$ cat config.mk
export PLATFORM = sky130hd
export DESIGN_NAME = bcd_convert_seq
export DESIGN_NICKNAME = d
export VERILOG_FILES = /design/src/rtl/bcd_convert_seq.sv
export SDC_FILE = /design/constraint.sdc
export NUM_CORES = 1
export LEC_CHECK = 0
export CORE_MARGIN = 2
export CORE_UTILIZATION = 48
export CTS_BUF_LIST = sky130_fd_sc_hd__clkbuf_8
export DETAILED_ROUTE_END_ITERATION = 10
export GPL_ROUTABILITY_DRIVEN = 1
export PLACE_DENSITY_LB_ADDON = 0.3
export SYNTH_ARGS = -nofsm -noshare
export SYNTH_HDL_FRONTEND = slang
export SYNTH_SLANG_ARGS = --single-unit
$ cat constraint.sdc
create_clock -name clk -period 2.07 [get_ports clk]
set_input_delay 0.3105 -clock clk [delete_from_list [all_inputs] [get_ports clk]]
set_output_delay 0.3105 -clock clk [all_outputs]
set_load 0.02 [all_outputs]
$ cat src/rtl/bcd_convert_seq.sv
// Sequential binary-to-BCD converter (shift-and-add-3), one operand bit per clock.
// Optional two's-complement input, sticky overflow and a start/busy/done handshake.
module bcd_convert_seq #(
    parameter int WIDTH  = 8,
    parameter int DIGITS = 3
) (
    input  logic                  clk,
    input  logic                  rst,
    input  logic                  start,
    input  logic                  sgn,
    input  logic [WIDTH-1:0]      binIN,
    output logic [4*DIGITS-1:0]   bcdOT,
    output logic                  neg,
    output logic                  ovf,
    output logic                  busy,
    output logic                  done
);

    localparam int AW = 4 * DIGITS;
    localparam int CW = $clog2(WIDTH + 1);
    localparam logic [CW-1:0]    CNT_INIT = CW'(WIDTH);
    localparam logic [CW-1:0]    CNT_LAST = CW'(1);
    localparam logic [WIDTH-1:0] ONE      = WIDTH'(1);

    typedef enum logic [1:0] {
        IDLE,
        CONVERT,
        DONE
    } state_t;

    state_t           r_state;
    logic [WIDTH-1:0] r_mag;
    logic [AW-1:0]    r_acc;
    logic [CW-1:0]    r_cnt;
    logic             r_sign;
    logic             r_ovfInt;

    logic [AW-1:0]    w_accAdj;
    logic [AW-1:0]    w_accNext;
    logic [WIDTH-1:0] w_magNext;
    logic             w_ovfNext;
    logic             w_startSign;
    logic [WIDTH-1:0] w_startMag;

    // Add-3 correction on every digit that is 5 or more, ahead of the shift.
    always_comb begin
        logic [3:0] digit;
        w_accAdj = '0;
        digit    = '0;
        for (int d = 0; d < DIGITS; d++) begin
            digit = r_acc[4*d +: 4];
            w_accAdj[4*d +: 4] = (digit >= 4'd5) ? (digit + 4'd3) : digit;
        end
    end

    assign w_accNext   = {w_accAdj[AW-2:0], r_mag[WIDTH-1]};
    assign w_magNext   = {r_mag[WIDTH-2:0], 1'b0};
    assign w_ovfNext   = r_ovfInt | w_accAdj[AW-1];

    // The most-negative operand negates to 2^(WIDTH-1), which still fits unsigned.
    assign w_startSign = sgn & binIN[WIDTH-1];
    assign w_startMag  = w_startSign ? ((~binIN) + ONE) : binIN;

    always_ff @(posedge clk) begin
        if (rst) begin
            r_state  <= IDLE;
            r_mag    <= '0;
            r_acc    <= '0;
            r_cnt    <= '0;
            r_sign   <= 1'b0;
            r_ovfInt <= 1'b0;
            bcdOT    <= '0;
            neg      <= 1'b0;
            ovf      <= 1'b0;
            busy     <= 1'b0;
            done     <= 1'b0;
        end else begin
            case (r_state)
                IDLE, DONE: begin
                    done <= 1'b0;
                    if (start) begin
                        r_mag    <= w_startMag;
                        r_sign   <= w_startSign;
                        r_acc    <= '0;
                        r_ovfInt <= 1'b0;
                        r_cnt    <= CNT_INIT;
                        busy     <= 1'b1;
                        r_state  <= CONVERT;
                    end else begin
                        busy    <= 1'b0;
                        r_state <= IDLE;
                    end
                end

                CONVERT: begin
                    r_acc    <= w_accNext;
                    r_mag    <= w_magNext;
                    r_ovfInt <= w_ovfNext;
                    r_cnt    <= r_cnt - CNT_LAST;
                    if (r_cnt == CNT_LAST) begin
                        bcdOT   <= w_accNext;
                        neg     <= r_sign;
                        ovf     <= w_ovfNext;
                        busy    <= 1'b0;
                        done    <= 1'b1;
                        r_state <= DONE;
                    end
                end

                default: begin
                    busy    <= 1'b0;
                    done    <= 1'b0;
                    r_state <= IDLE;
                end
            endcase
        end
    end

endmodule

==> results of run 1 <==
[final cells by class]
class                           count  area (µm²)
Sequential cell                    44       880.8
Fill cell                         383        1619
Inverter                           10       37.54
Clock buffer                        5       68.82
Clock inverter                      2       12.51
Tap cell                           50       62.56
Multi-Input combinational cell    162        1090
Timing Repair Buffer               33       315.3
[final timing paths]
kind	cells past startpoint	to	from
max	4	r_acc[3]	r_state[0]
min	2	neg	r_sign
max reg2reg	4	r_acc[3]	r_state[0]
min reg2reg	2	neg	r_sign
[cells in the final DEF (no fill, tap or decap), drive strengths merged, types with 2 or more instances in the layout]
| cell type | n |
|---|---|
| a211oi | 7 |
| ha | 9 |
| a21o | 5 |
| a32o | 3 |
| o22ai | 5 |
| nand2 | 13 |
| clkbuf | 5 |
| nor3b | 12 |
| o31ai | 4 |
| buf | 6 |
| dfxtp | 44 |
| a21oi | 18 |
| nor2b | 2 |
| a22oi | 7 |
| nor2 | 21 |
| mux2i | 2 |
| nand3b | 2 |
| clkdlybuf4s50 | 27 |
| nand2b | 7 |
| nand3 | 4 |
| or3 | 2 |
| a22o | 5 |
| inv | 10 |
| nor3 | 8 |
| xnor2 | 6 |
| o21ai | 6 |
| mux2 | 2 |
[worst max-delay path, stage by stage (launching register included)]
cell	delay (ns)
dfxtp_1	0.39
nor2b_1	0.60
nand2b_1	0.39
o31ai_1	0.31
a32o_1	0.15
[layer usage]
layer	vias to the layer above	GRT usage, %	wire length, µm
met2	43	29.59	2018
met3	4	5.233	187
met5	-	0	0
li1	874	-	-
met1	844	24.82	2117
met4	0	6.410	46
[state kept, by name, summed over array words and instances (netlist names)]
signal / flops
r_ovfInt: 1
r_state: 2
r_sign: 1
ovf: 1
done: 1
r_mag: 8
r_cnt: 4
bcdOT: 12
busy: 1
neg: 1
r_acc: 12
[power breakdown]
part	switching, mW	internal (mW)	total, mW	leakage, nW
Clock	0.292	0.229	0.521	0.0400
Combinational	0.120	0.0909	0.211	0.530
Sequential	0.0210	0.876	0.897	0.357
[cells by family (layout without fill, tap and decap cells)]
logic type / count (synthesis) / after routing
AND/OR/NAND/NOR: 78 / 78
AO/OA/AOI/OAI: 65 / 65
flip-flops: 44 / 44
buffers and inverters: 21 / 50
adder cells (fa/ha/maj): 9 / 9
XOR/XNOR: 6 / 6
multiplexers: 4 / 4
[through the flow]
step,instances,instance area [µm²],util [%],power [mW]
floorplan,227,2067,-,1.052
global placement,299,2386,58.39,1.120
detailed placement,299,2386,58.39,1.126
CTS,306,2467,60.38,1.637
global route,306,2467,60.38,1.707
finish,306,2467,60.38,1.629
==> impl_metrics.json, run 1 <==
{
  "avgSynthCellArea_um2": 9.106,
  "post-route-min-period_ns": 1.892,
  "diodes": 0,
  "synth_edf_count": 0,
  "drt-vias-per-instance": 5.768,
  "yosysWarningCount": 0,
  "power_density_nw_per_um2": 660.2,
  "drtPass1Iterations": 4,
  "synth_mux_area_share_pct": 2.058,
  "finalCritPeriodShare_pct": 91.40,
  "clk_pin_slew_ns": 0.09,
  "outcome": "completed",
  "drv_slew": 0,
  "critPathLaunchType": "flip-flop",
  "grt_pass1_vias": 1656,
  "grt_pass1_wl_um": 7417,
  "synthTopCellsByCount": "dfxtp_1, nor2_1, a21oi_1",
  "rrSetupSlack_ns": 0.18,
  "coreArea_um2": 4086,
  "synth_cell_types": 41,
  "io_buffers": 27,
  "grt_max_degree": 23,
  "ys_seq_area_share_pct": 42.62,
  "cts.path.max_buffers": 2,
  "synth_compound_area_share_pct": 21.55,
  "yosys.area.top_type": "dfxtp_1",
  "ant_nets": 0,
  "ys.flop_type": "dfxtp_1",
  "initial_core_util_pct": 50.58,
  "cts-buffers-inserted": 5,
  "synth_top_family_by_area": "compound AO/OA/AOI/OAI gates",
  "synthDominantCellAreaShare_pct": 42.62,
  "tightestPinTransition_ns": 0.7078,
  "post_synth_fa_ha_maj_area_fraction_pct": 5.448,
  "routabilityCongestion": 0.8380,
  "arrival_ns": 2.14,
  "gr-total-overflow": 0,
  "rows": 23,
  "drt-initial-drc-count": 81,
  "cts-hold-fix-buffers": 0,
  "ys_seq_elements": 44,
  "ctsHtreeMaxLevel": 2,
  "syn2layout_area_growth_pct": 19.37,
  "die_h_um": 69.62,
  "synthTopCellsByArea": "dfxtp_1, ha_1, a21oi_1, nor3b_1, nor2_1",
  "yosys.area_share.xor_xnor_pct": 2.542,
  "hold_viol": 0,
  "hpwl_um": 3209,
  "post_cts_buffers": 0,
  "die-width_um": 69.62,
  "grt_setup_unrepaired": "no",
  "cts-resized-gates": 0,
  "finClkSkew_ns": 0.009615,
  "vias": 1765,
  "antenna_found_initial": 0,
  "synth_fp_nets": 248,
  "ir_worst_vdd_mv": 0.4257,
  "clock.fmax_mhz": 528.5,
  "worstSetupPathType": "flip-flop to flip-flop",
  "yosysMostFrequentCell": "dfxtp_1",
  "cts_root_buf": "clkbuf_8",
  "ioPinCount": 28,
  "tritoncts": "yes",
  "clock_sinks": 44,
  "min_path_type": "flip-flop to flip-flop",
  "p_leak_nw": 0.9269,
  "finalWorstSetupSlack_ns": 0.1780,
  "yosys.area_share.simple_pct": 21.13,
  "grt_use_total_pct": 18.78,
  "finalSetupViolCount": 0,
  "clk_latency_ns": 0.30,
  "final_nets": 277,
  "synthArstFlopShare_pct": 0,
  "maxCapViolations": 0,
  "critical_path_required_ns": 2.32,
  "dieArea_um2": 4847,
  "slew_headroom_pct": 52.72,
  "wl_um": 4369,
  "holdWs_ns": 0.4554,
  "synthCells": 227,
  "end_kind": "flip-flop",
  "post-place-ws_ns": 0.2145,
  "drive_gt1_share_pct": 7.813,
  "wire_per_inst_um": 14.28,
  "synth_area_um2": 2067,
  "worstPathMaxFanout": 11,
  "fin_setup_tns_ns": 0,
  "drc_errors": 0
}
(Power assumes the default switching activity.)
==> run 2: changes to the inputs <==
--- a/config.mk
+++ b/config.mk
@@ -5,8 +5,9 @@
 export SDC_FILE = /design/constraint.sdc
 export NUM_CORES = 1
 export LEC_CHECK = 0
+export ABC_CLOCK_PERIOD_IN_PS = 2070
 export CORE_MARGIN = 2
-export CORE_UTILIZATION = 48
+export CORE_UTILIZATION = 49
 export CTS_BUF_LIST = sky130_fd_sc_hd__clkbuf_8
 export DETAILED_ROUTE_END_ITERATION = 10
 export GPL_ROUTABILITY_DRIVEN = 1
==> run 2 against run 1 <==
Effect of this change:
- via count fell by 1.9%
- design area rose by 1.3%
- global-route usage up 2.5 points
- register-to-register slack improved by 0.09 ns
- cell count did not move
- first-iteration DRC count down 3.7%
- clock power up 37%
- flip-flop and latch count did not move
- maximum frequency is 4.8% higher
- routed wire length down 1.8%
- die area decreased by 1.9%
- worst setup slack improved by 0.087 ns
- critical endpoint is now bcdOT[10]
- highest routed layer unchanged
==> impl_metrics.json, run 2 (same netlist as run 1, synthesis figures left out) <==
{
  "ctsHtreeMaxLevel": 2,
  "worst_path_largest_cell_delay_ns": 0.46,
  "tightestPinTransition_ns": 0.6555,
  "grt_use_total_pct": 21.28,
  "grt_max_degree": 23,
  "drc_errors": 0,
  "wl_um": 4292,
  "hold_viol": 0,
  "initial_core_util_pct": 51.30,
  "fin_setup_tns_ns": 0,
  "dieArea_um2": 4754,
  "worstPathMaxFanout": 8,
  "grt_pass1_wl_um": 7369,
  "seq_power_share_pct": 49.3,
  "coreArea_um2": 4029,
  "drive_gt1_share_pct": 7.813,
  "switching_power_mw": 0.4555,
  "outcome": "completed",
  "swShare_pct": 25.06,
  "post_cts_buffers": 0,
  "cts.path.max_buffers": 2,
  "maxCapViolations": 0,
  "cts_root_buf": "clkbuf_8",
  "cts-hold-fix-buffers": 0,
  "mostFrequentLayoutCells": "dfxtp_1, clkdlybuf4s50_1, nor2_1",
  "ioPinCount": 28,
  "grt_setup_unrepaired": "no",
  "cts-resized-gates": 0,
  "finClkSkew_ns": 0.01188,
  "clock.fmax_mhz": 554.1,
  "critical_path_required_ns": 2.33,
  "power_density_nw_per_um2": 727.0,
  "whs_path_depth": 2,
  "top_regs": "bcdOT: 12 flops, r_acc: 12 flops, r_mag: 8 flops",
  "end_kind": "flip-flop",
  "p_int_mw": 1.362,
  "io_buffers": 27,
  "drtPass1Iterations": 4,
  "layoutNonFillerInstCount": 306,
  "hpwl_um": 3021,
  "slew_headroom_pct": 55.96,
  "wire_per_inst_um": 14.03,
  "worstSetupPathType": "flip-flop to flip-flop",
  "ant_nets": 0,
  "arrival_ns": 2.07,
  "critical_path.cell_chain": "ha_1 -> nor3b_1 -> nand2_1 -> nor2_1 -> a21o_1",
  "finalCritPeriodShare_pct": 87.19,
  "cts-buffers-inserted": 5,
  "pwr-share-clk_pct": 39.2,
  "drt-initial-drc-count": 78,
  "layout_commonest_cell": "dfxtp_1",
  "drt-vias-per-instance": 5.660,
  "die-width_um": 68.95,
  "clock_sinks": 44,
  "drv_slew": 0,
  "critPathLaunchType": "flip-flop",
  "combPwrFrac_pct": 11.5,
  "ir_worst_vdd_mv": 0.4558,
  "finalSetupViolCount": 0,
  "antenna_found_initial": 0,
  "place_inst": 298,
  "clk_latency_ns": 0.31,
  "p_leak_nw": 0.9429,
  "min_path_type": "flip-flop to flip-flop",
  "gr-total-overflow": 0,
  "final_nets": 276,
  "tritoncts": "yes",
  "diodes": 0,
  "post-route-min-period_ns": 1.805,
  "vias": 1732,
  "grt_pass1_vias": 1560,
  "syn2layout_area_growth_pct": 20.94,
  "die_h_um": 68.95,
  "clk_pin_slew_ns": 0.09,
  "routabilityCongestion": 0.7745,
  "rows": 23,
  "reg2reg_depth": 5,
  "cp_slowest_cell": "nor2_1"
}
[run 2: cell types whose count changed in the layout (fill, tap and decap cells not counted)]
cell | before | now
buf_4 | 6 | 5
bufinv_16 | 0 | 1
clkbuf_8 | 5 | 6
clkinv_2 | 1 | 0
clkinv_4 | 0 | 1
clkinvlp_4 | 1 | 0
[run 2: metrics by stage]
stage / total power, mW / cell area [µm²] / setup slack, ns / utilization [%] / hold slack (ns)
2_1_floorplan: 1.052 / 2067 / 0.5762 / - / 0.4323
3_3_place_gp: 1.121 / 2379 / 0.2448 / 59.04 / 0.4429
3_5_place_dp: 1.125 / 2379 / 0.2241 / 59.04 / 0.4515
4_1_cts: 1.831 / 2500 / 0.2522 / 62.05 / 0.4642
5_1_grt: 1.893 / 2500 / 0.05315 / 62.05 / 0.4805
6_report: 1.817 / 2500 / 0.2651 / 62.05 / 0.4573
[run 2: power by group through the flow]
stage | registers (mW) | clock network [mW] | logic, mW
final | 0.896 | 0.712 | 0.210
after global routing | 0.900 | 0.757 | 0.236
after CTS | 0.896 | 0.725 | 0.211
after detailed placement | 0.915 | 0 | 0.210
after global placement | 0.915 | 0 | 0.206
after floorplan | 0.918 | 0 | 0.134
[run 2: layout make-up]
class,count,area (µm²)
Clock buffer,6,82.58
Tap cell,50,62.56
Fill cell,373,1529
Clock inverter,2,38.79
Timing Repair Buffer,32,307.8
Inverter,10,37.54
Sequential cell,44,880.8
Multi-Input combinational cell,162,1090
[run 2: worst paths after layout]
path                            startpoint   endpoint  slack [ns]
worst max-delay path              r_cnt[0]  bcdOT[10]        0.27
worst min-delay path              r_ovfInt   r_ovfInt        0.46
worst max register to register    r_cnt[0]  bcdOT[10]        0.27
worst min register to register    r_ovfInt   r_ovfInt        0.46
[run 2: routing by layer]
layer / track usage, % / share of wire (%) / up-vias / wire length (µm)
li1: - / - / 883 / -
met1: 29.74 / 51 / 806 / 2194
met2: 31.85 / 44 / 38 / 1868
met3: 5.357 / 3.7 / 5 / 157
met4: 7.353 / 1.7 / 0 / 72
met5: 0 / 0 / - / 0
[run 2: worst max-delay path, delay by kind of cell (launching register included)]
kind | cells | cell delay (ns)
DFF | 1 | 0.40
adders and majority gates | 1 | 0.18
AOI/OAI and AO/OA | 1 | 0.17
and+or+nand+nor | 3 | 1.02
